===== src/rtl/prml_viterbi_dicode_if.sv =====
// Sample-in / decision-out bundle for the dicode Viterbi detector.
interface prml_viterbi_dicode_if #(
    parameter int SAMPLE_W = 8,
    parameter int CNT_W    = 16
);
    logic                       in_valid;
    logic signed [SAMPLE_W-1:0] in_sample;
    logic                       out_valid;
    logic                       out_bit;
    logic                       err;
    logic [CNT_W-1:0]           err_count;

    modport master (
        output in_valid, in_sample,
        input  out_valid, out_bit, err, err_count
    );

    modport slave (
        input  in_valid, in_sample,
        output out_valid, out_bit, err, err_count
    );
endinterface


===== src/rtl/prml_viterbi_dicode.sv =====
// Two-state soft-decision Viterbi detector for a 1-D (dicode) PRML channel,
// register-exchange survivors and a saturating count of off-trellis samples.

// Add-compare-select for one destination state; ties go to predecessor 0.
module prml_viterbi_acs #(
    parameter int PM_W = 10
) (
    input  logic [PM_W-1:0] pm_a,
    input  logic [PM_W-1:0] pm_b,
    input  logic [PM_W-1:0] bm_a,
    input  logic [PM_W-1:0] bm_b,
    output logic [PM_W-1:0] pm_new,
    output logic            sel
);
    localparam logic [PM_W:0] MAX = {1'b0, {PM_W{1'b1}}};

    logic [PM_W:0]   sum_a, sum_b;
    logic [PM_W-1:0] cand_a, cand_b;

    always_comb begin
        sum_a  = {1'b0, pm_a} + {1'b0, bm_a};
        sum_b  = {1'b0, pm_b} + {1'b0, bm_b};
        cand_a = (sum_a > MAX) ? '1 : sum_a[PM_W-1:0];
        cand_b = (sum_b > MAX) ? '1 : sum_b[PM_W-1:0];
        sel    = (cand_b < cand_a);
        pm_new = sel ? cand_b : cand_a;
    end
endmodule

module prml_viterbi_dicode #(
    parameter int SAMPLE_W   = 8,
    parameter int AMP        = 32,
    parameter int PM_W       = 10,
    parameter int TB_DEPTH   = 16,
    parameter int ERR_THRESH = 24,
    parameter int CNT_W      = 16
) (
    input  logic                 clock,
    input  logic                 reset,
    prml_viterbi_dicode_if.slave bus
);
    localparam int BW     = SAMPLE_W + 2;
    localparam int FW     = $clog2(TB_DEPTH);
    localparam int PM_MAX = (1 << PM_W) - 1;
    localparam logic signed [BW-1:0] AMP_S    = BW'(AMP);
    localparam logic        [FW-1:0] FILL_MAX = FW'(TB_DEPTH - 1);

    function automatic logic [BW-1:0] mag(input logic signed [BW-1:0] x);
        return x[BW-1] ? -x : x;
    endfunction

    function automatic logic [PM_W-1:0] sat_bm(input logic [BW-1:0] a);
        if (32'(a) > 32'(PM_MAX)) return '1;
        return PM_W'(a);
    endfunction

    logic [1:0][PM_W-1:0]     pm_q, pm_d, pm_acs;
    logic [1:0][TB_DEPTH-1:0] surv_q, surv_d;
    logic [1:0]               sel;
    logic [FW-1:0]            fill_q, fill_d;
    logic                     out_valid_q, out_valid_d;
    logic                     out_bit_q, out_bit_d;
    logic                     err_q, err_d;
    logic [CNT_W-1:0]         err_count_q, err_count_d;

    // Only three distinct expected levels exist: 0 (both stay branches), +AMP, -AMP.
    logic signed [BW-1:0]     ys;
    logic [PM_W-1:0]          bm_zero, bm_pos, bm_neg, bm_min, pm_min;
    logic [1:0][PM_W-1:0]     bm_from0, bm_from1;
    logic                     win;

    always_comb begin
        ys       = {{2{bus.in_sample[SAMPLE_W-1]}}, bus.in_sample};
        bm_zero  = sat_bm(mag(ys));
        bm_pos   = sat_bm(mag(ys - AMP_S));
        bm_neg   = sat_bm(mag(ys + AMP_S));
        bm_from0 = {bm_pos, bm_zero};
        bm_from1 = {bm_zero, bm_neg};
        bm_min   = bm_zero;
        if (bm_pos < bm_min) bm_min = bm_pos;
        if (bm_neg < bm_min) bm_min = bm_neg;
    end

    for (genvar n = 0; n < 2; n++) begin : g_acs
        prml_viterbi_acs #(.PM_W(PM_W)) u_acs (
            .pm_a   (pm_q[0]),
            .pm_b   (pm_q[1]),
            .bm_a   (bm_from0[n]),
            .bm_b   (bm_from1[n]),
            .pm_new (pm_acs[n]),
            .sel    (sel[n])
        );
    end

    always_comb begin
        pm_d        = pm_q;
        surv_d      = surv_q;
        fill_d      = fill_q;
        out_valid_d = 1'b0;
        out_bit_d   = out_bit_q;
        err_d       = 1'b0;
        err_count_d = err_count_q;
        pm_min      = (pm_acs[1] < pm_acs[0]) ? pm_acs[1] : pm_acs[0];
        win         = (pm_acs[1] < pm_acs[0]);
        if (bus.in_valid) begin
            for (int n = 0; n < 2; n++) begin
                pm_d[n]   = pm_acs[n] - pm_min;
                surv_d[n] = {surv_q[sel[n]][TB_DEPTH-2:0], n[0]};
            end
            out_bit_d   = surv_d[win][TB_DEPTH-1];
            out_valid_d = (fill_q == FILL_MAX);
            if (fill_q != FILL_MAX) fill_d = fill_q + FW'(1);
            err_d = (32'(bm_min) > 32'(ERR_THRESH));
            if (err_d && err_count_q != '1) err_count_d = err_count_q + CNT_W'(1);
        end
    end

    always_ff @(posedge clock) begin
        if (reset) begin
            pm_q        <= {{PM_W{1'b1}}, {PM_W{1'b0}}};
            surv_q      <= '0;
            fill_q      <= '0;
            out_valid_q <= 1'b0;
            out_bit_q   <= 1'b0;
            err_q       <= 1'b0;
            err_count_q <= '0;
        end else begin
            pm_q        <= pm_d;
            surv_q      <= surv_d;
            fill_q      <= fill_d;
            out_valid_q <= out_valid_d;
            out_bit_q   <= out_bit_d;
            err_q       <= err_d;
            err_count_q <= err_count_d;
        end
    end

    assign bus.out_valid = out_valid_q;
    assign bus.out_bit   = out_bit_q;
    assign bus.err       = err_q;
    assign bus.err_count = err_count_q;
endmodule


===== src/flat_wrapper.sv =====
// flat-port wrapper written by rule: the top's interface ports become plain ports
module prml_viterbi_dicode_flat 
#(
    parameter int SAMPLE_W   = 8,
    parameter int AMP        = 32,
    parameter int PM_W       = 10,
    parameter int TB_DEPTH   = 16,
    parameter int ERR_THRESH = 24,
    parameter int CNT_W      = 16
)
  (clock, reset, bus_in_valid, bus_in_sample, bus_out_valid, bus_out_bit, bus_err, bus_err_count);
  prml_viterbi_dicode_if #(.SAMPLE_W(SAMPLE_W), .CNT_W(CNT_W)) bus_i ();
  input  logic clock;
  input  logic reset;
  input wire logic [$bits(bus_i.in_valid)-1:0] bus_in_valid;
  input wire logic [$bits(bus_i.in_sample)-1:0] bus_in_sample;
  output wire logic [$bits(bus_i.out_valid)-1:0] bus_out_valid;
  output wire logic [$bits(bus_i.out_bit)-1:0] bus_out_bit;
  output wire logic [$bits(bus_i.err)-1:0] bus_err;
  output wire logic [$bits(bus_i.err_count)-1:0] bus_err_count;
  assign bus_i.in_valid = bus_in_valid;
  assign bus_i.in_sample = bus_in_sample;
  assign bus_out_valid = bus_i.out_valid;
  assign bus_out_bit = bus_i.out_bit;
  assign bus_err = bus_i.err;
  assign bus_err_count = bus_i.err_count;
  prml_viterbi_dicode #(.SAMPLE_W(SAMPLE_W), .AMP(AMP), .PM_W(PM_W), .TB_DEPTH(TB_DEPTH), .ERR_THRESH(ERR_THRESH), .CNT_W(CNT_W)) u_core (.clock(clock), .reset(reset), .bus(bus_i));
endmodule

===== config.mk =====
export PLATFORM = sky130hd
export DESIGN_NAME = prml_viterbi_dicode_flat
export DESIGN_NICKNAME = d
export VERILOG_FILES = /design/src/rtl/prml_viterbi_dicode_if.sv /design/src/rtl/prml_viterbi_dicode.sv /design/src/flat_wrapper.sv
export SDC_FILE = /design/constraint.sdc
export NUM_CORES = 1
export LEC_CHECK = 0
export CAP_MARGIN = 10
export CORE_MARGIN = 2
export CORE_UTILIZATION = 49
export DETAILED_ROUTE_END_ITERATION = 16
export DONT_BUFFER_PORTS = 1
export PLACE_DENSITY = 0.71
export SYNTH_ARGS = -nofsm -noshare
export SYNTH_HDL_FRONTEND = slang
export SYNTH_SLANG_ARGS = --single-unit

===== constraint.sdc =====
create_clock -name clock -period 22 [get_ports clock]
set_input_delay 1.1 -clock clock [delete_from_list [all_inputs] [get_ports clock]]
set_output_delay 1.1 -clock clock [all_outputs]
set_load 0.03 [all_outputs]

Word-level counts from Yosys, hierarchy flattened --
Index checks and enable logic that the tools add are counted. W data, S select, Z words.
Word-level totals: register bits 72, word-level logic and storage cells 61, bits of input ports 11, output and inout bits 19
Cells by class: $add $sub $neg 13, eq/ne operators 3, reduce and logical (&&, ||, !) cells 4, bitwise logic cells 1, order comparisons 13, mux-type cells 18
Operator list (number):
- $mux W10 | 12
- $mux W15 | 4
- $lt A10 B10 Y1 | 5
- $add A10 B10 Y11 | 4
- $gt A11 B10 Y1 const B | 4
- $mux W16 | 2
- $neg A10 Y10 | 2
- $sub A10 B10 Y10 | 2
- $add A16 B1 Y16 const B | 1
- $ne A16 B16 Y1 const B | 1
- $gt A10 B5 Y1 const B | 1
- $neg A8 Y10 | 1
- $add A8 B7 Y9 const B | 1
- $sub A8 B7 Y9 const B | 1
- $lt A1 B2 Y1 const B | 3
- $add A4 B1 Y4 const B | 1
- $eq A4 B4 Y1 const B | 1
- $ne A4 B4 Y1 const B | 1
- $reduce_and A2 Y1 | 2
- $reduce_or A2 Y1 | 1
- $logic_and A1 B1 Y1 | 1
- $not A1 Y1 | 1

Depth between registers and ports, before layout --
depth after elaboration 11, mapped depth 45, depth with buffers taken out 41

Hierarchy --
Synthesis repeated with hierarchy kept, for this count alone.
Unflattened totals: cell total of the unflattened synthesis 1015, area, all modules 8035.2 µm²
By module, submodules not included:
- prml_viterbi_dicode | times used 1, sequential area each 1441.4 µm², cells each 654, area each 5330.1 µm²
- prml_viterbi_acs at u_core.g_acs[0].u_acs | times used 1, sequential area each 0.0 µm², cells each 181, area each 1356.3 µm²
- prml_viterbi_acs at u_core.g_acs[1].u_acs | times used 1, sequential area each 0.0 µm², cells each 180, area each 1348.8 µm²

Worst setup path after synthesis --
OpenSTA, ideal clock, no wires.
path type in2reg, start point input bus_in_sample[1], end point register u_core.pm_q[18] (netlist name), stages 42, setup time 0.079 ns, buffers on the path 5, slack 12.298 ns, data required time 21.921 ns, arrival 9.623 ns, cells stage by stage or3_1 > nor3_1 > nand2b_1 > xnor2_1 > ha_1 > or2_2 > a21oi_1 > a21oi_1 > a31oi_1 > xor2_1 > nand2_1 > ha_1 > and4_1 > nand3_1 > o31ai_1 > or2_1 > buf_2 > buf_2 > [... 6 more ...] > a31o_2 > a21oi_1 > o2111ai_1 > nor4_1 > a311oi_4 > buf_2 > buf_2 > mux2i_1 > ha_1 > inv_1 > ha_1 > inv_1 > a22o_1 > a21oi_1 > or4_4 > a31oi_2 > nand4b_1 > o211ai_1
Between the ends: longest elaborated chain between the ends 11, elaborated cells between the ends (all ways) 27, classes of those cells add/sub (10); order compare (7); mux (10)
Ends and longest elaborated chain:
- from (decl) | line flat_wrapper.sv:16 | input wire logic [$bits(bus_i.in_sample)-1:0] bus_in_sample;
- $sub A8 B7 Y9 or $add A8 B7 Y9 (tied branches) | line prml_viterbi_dicode.sv:75, prml_viterbi_dicode.sv:76
- $neg A10 Y10 | line prml_viterbi_dicode.sv:49 | return x[BW-1] ? -x : x;
- $mux W10 | line prml_viterbi_dicode.sv:49
- $add A10 B10 Y11, on equally long branches | line prml_viterbi_dicode.sv:21, prml_viterbi_dicode.sv:22
- $gt A11 B10 Y1, on equally long branches | line prml_viterbi_dicode.sv:23, prml_viterbi_dicode.sv:24
- $mux W10, on equally long branches | line prml_viterbi_dicode.sv:23, prml_viterbi_dicode.sv:24
- $lt A10 B10 Y1 | line prml_viterbi_dicode.sv:25 | sel = (cand_b < cand_a);
- $mux W10 | line prml_viterbi_dicode.sv:26 | pm_new = sel ? cand_b : cand_a;
- $lt A10 B10 Y1 | line prml_viterbi_dicode.sv:103 | pm_min = (pm_acs[1] < pm_acs[0]) ? pm_acs[1] : pm_acs[0];
- $mux W10 | line prml_viterbi_dicode.sv:103
- $sub A10 B10 Y10 (*) | line prml_viterbi_dicode.sv:107 | pm_d[n] = pm_acs[n] - pm_min;
- to (signal assigned) | line prml_viterbi_dicode.sv:120 | pm_q <= {{PM_W{1'b1}}, {PM_W{1'b0}}};
- to (signal assigned) | line prml_viterbi_dicode.sv:128 | pm_q <= pm_d;
- to (decl) | line prml_viterbi_dicode.sv:57 | logic [1:0][PM_W-1:0] pm_q, pm_d, pm_acs;
Mark *: on every way between the ends. The rest lies on a longest branch, timed or not. A chain may end at the register's enable or synchronous reset.

Final worst setup path --
Ends and elaborated chain as after synthesis.

==> impl_metrics.py <==
metrics = {
    "outcome": {
        "status": "finished, final reports clean",
    },
    "logic_synthesis": {
        "ys.warnings.count": 0,
        "postSynthAreaPerCell_um2": 7.61,
        "yosys_register_bits": 72,
        "synthesis.area_um2": 7620,
        "seq_area_frac_synth": 0.189,
        "number_of_enable_flip_flop_cells_after_synthesis": 0,
        "yosysMostFrequentCell": "sky130_fd_sc_hd__nor2_1",
        "synth.lib_cells_used.distinct": 79,
        "top_cell_type_s_share_of_synthesized_area": 0.189,
        "share_of_synthesized_flip_flops_with_an_asynchronous_set_or_reset": 0,
        "synth_cells": 1001,
        "synth_top_area_cell": "sky130_fd_sc_hd__dfxtp_1",
        "synth.top_cells.by_area": "sky130_fd_sc_hd__dfxtp_1 (19%), sky130_fd_sc_hd__ha_1 (16%), sky130_fd_sc_hd__nor2_1 (5.9%), sky130_fd_sc_hd__xnor2_1 (5.3%), sky130_fd_sc_hd__a21oi_1 (5.0%)",
        "commonest_cells_in_the_synthesized_netlist": "sky130_fd_sc_hd__nor2_1 (120), sky130_fd_sc_hd__ha_1 (99), sky130_fd_sc_hd__nand2_1 (98), sky130_fd_sc_hd__a21oi_1 (76), sky130_fd_sc_hd__dfxtp_1 (72)",
        "dominantRegCellSynth": "sky130_fd_sc_hd__dfxtp_1",
    },
    "routing": {
        "detail_route.first_pass.iterations": 5,
        "final_antenna_net_count": 0,
        "vias": 7174,
        "vias_per_cell": 6.08,
        "totalWireLength_um": 20600,
        "dr.first_iter.drc_count": 651,
        "routed_wire_length_per_instance_um": 17.5,
        "drcViolationCount": 0,
    },
    "min_path": {
        "timing.hold.worst.class": "flip-flop to flip-flop",
        "hold_path_depth": 2,
    },
    "floorplan": {
        "count_of_boundary_i_o_pins": 30,
        "coreArea_um2": 15200,
        "die_w_um": 129,
        "row_count": 45,
        "die_area_um2": 16600,
        "effective_utilization_at_floorplan": 0.501,
        "dieHeight_um": 129,
    },
    "cts": {
        "postCtsSetupRepairBufs": 0,
        "cts.repair.resized": 0,
        "tritoncts": "done",
        "cts.htree.levels": 3,
        "postCtsHoldBufs": 0,
        "cts.sinks": 72,
        "largest_buffer_count_on_any_clock_path": 2,
        "worstSkewPairLatency_ns": 0.34,
        "cts_inserted_buffers": 9,
        "root_buffer": "sky130_fd_sc_hd__clkbuf_16",
        "clkTransAtPathRegs_ns": 0.06,
    },
    "setup_path": {
        "critical_path_arrival_ns": 10.67,
        "cp.required_ns": 22.27,
        "crit_fanout": 28,
        "cpPeakStageDelay_ns": 0.89,
        "worst_setup_path_type": "input port to flip-flop",
        "timing.critical_path.from_type": "input port",
        "crit_path_end_kind": "flip-flop",
        "cpMaxStageDelayCell": "sky130_fd_sc_hd__or2_1",
        "depth_of_the_worst_register_to_register_path": 34,
    },
    "timing": {
        "fin_tns_setup_ns": 0,
        "max_freq_mhz": 96.1,
        "report.final.setup_viol": 0,
        "timing.max_slew.rel_slack": 0.265,
        "rsz0062_at_grt": "false",
        "worst_margin_pin_slew_ns": 1.10,
        "min_period_ns": 10.40,
        "period_utilisation_layout": 0.473,
        "final_hold_viol_count": 0,
        "timing.clock.skew_ns": 0.00555,
        "slew_viol_final": 0,
    },
    "flow_run": {
        "max-cap-violations": 0,
    },
    "global_routing": {
        "grt_use_total": 0.255,
        "antenna_violations_before_repair": 0,
        "grt_max_degree": 90,
        "grt_pass1_wl_um": 33700,
        "first_global_vias": 6668,
        "grt_overflow_total": 0,
    },
    "final_layout": {
        "fillerInstances": 1443,
        "areaGrowthSynthToFinish_pct": 5.86,
        "drive_gt1_frac": 0.0464,
        "layout.nets": 1100,
        "number_of_inserted_diodes": 0,
    },
    "placement": {
        "gp_congestion": 0.967,
        "port-buffer-count": 0,
        "post-dp-hpwl_um": 16200,
    },
}
## flip-flops by register name (all words and copies together), names as in the netlist
name	flops
u_core.bus.out_bit	1
u_core.bus.out_valid	1
u_core.bus.err_count	16
u_core.fill_q	4
u_core.surv_q	29
u_core.bus.err	1
u_core.pm_q	20
## final timing paths
check                    from                to  slack [ns]
max reg2reg   u_core.pm_q[10]   u_core.pm_q[18]       12.89
min          u_core.fill_q[1]  u_core.fill_q[1]        0.47
min reg2reg  u_core.fill_q[1]  u_core.fill_q[1]        0.47
max          bus_in_sample[1]   u_core.pm_q[18]       11.60
## worst max-delay path: cells and delay by family
family	cells	cell delay [ns]
AOI/OAI and AO/OA	14	3.00
adders and majority gates	5	1.44
muxes	1	0.23
xor gates and xnor gates	1	0.27
and+or+nand+nor	12	4.11
buffers and inverters	3	0.48
## layer usage
metal | share of wire | up-vias | track usage
met5 | 0 | - | 0
met4 | 0.038 | 0 | 0.114
met3 | 0.055 | 46 | 0.0299
met2 | 0.44 | 234 | 0.403
met1 | 0.47 | 3314 | 0.351
li1 | - | 3580 | -
## layout by cell type (no fill, tap or decap), types with 21 or more instances in the layout
| cell type | n |
|---|---|
| sky130_fd_sc_hd__ha_1 | 99 |
| sky130_fd_sc_hd__dfxtp_1 | 72 |
| sky130_fd_sc_hd__inv_1 | 55 |
| sky130_fd_sc_hd__a21o_1 | 26 |
| sky130_fd_sc_hd__xnor2_1 | 46 |
| sky130_fd_sc_hd__nand2_1 | 98 |
| sky130_fd_sc_hd__a21oi_1 | 76 |
| sky130_fd_sc_hd__nand3_1 | 25 |
| sky130_fd_sc_hd__a211oi_1 | 21 |
| sky130_fd_sc_hd__nor2_1 | 120 |
| sky130_fd_sc_hd__o21ai_0 | 35 |
| sky130_fd_sc_hd__mux2i_1 | 37 |
## cell type report
type                    instances  area (um^2)  share of cell area
flip-flops and latches         72         1440               0.179
inverters                      56          210              0.0261
well taps                     188          235              0.0292
clock inverters                 7         78.8             0.00977
clock buffers                   9          225              0.0279
multi-input cells             844         5850               0.726
repair buffers                  3         22.5             0.00279
## kinds of logic (layout without fill, tap and decap cells)
| logic type | count (synthesis) | in the layout | synth area share |
|---|---|---|---|
| AND/OR/NAND/NOR | 368 | 368 | 0.230 |
| AO/OA/AOI/OAI | 261 | 261 | 0.235 |
| adder cells (fa/ha/maj) | 104 | 104 | 0.174 |
| buffers and inverters | 91 | 75 | 0.0457 |
| flip-flops | 72 | 72 | 0.189 |
| XOR/XNOR | 63 | 63 | 0.0724 |
| multiplexers | 40 | 40 | 0.0530 |
| other | 2 | 8 | 0.000986 |
## per-stage QoR
stage,cells,cell area [um^2],setup slack (ns),utilization,hold slack [ns]
2_1_floorplan,1007,7640,12.30,-,0.448
3_3_place_gp,1163,7760,11.68,0.511,0.460
3_5_place_dp,1163,7760,11.45,0.511,0.466
4_1_cts,1179,8070,11.76,0.531,0.474
5_1_grt,1179,8070,10.63,0.531,0.490
6_report,1179,8070,11.60,0.531,0.471
Power is left out: the tool's default activity adds up to more than one toggle a clock period on the data nets, which glitch-free logic cannot reach.
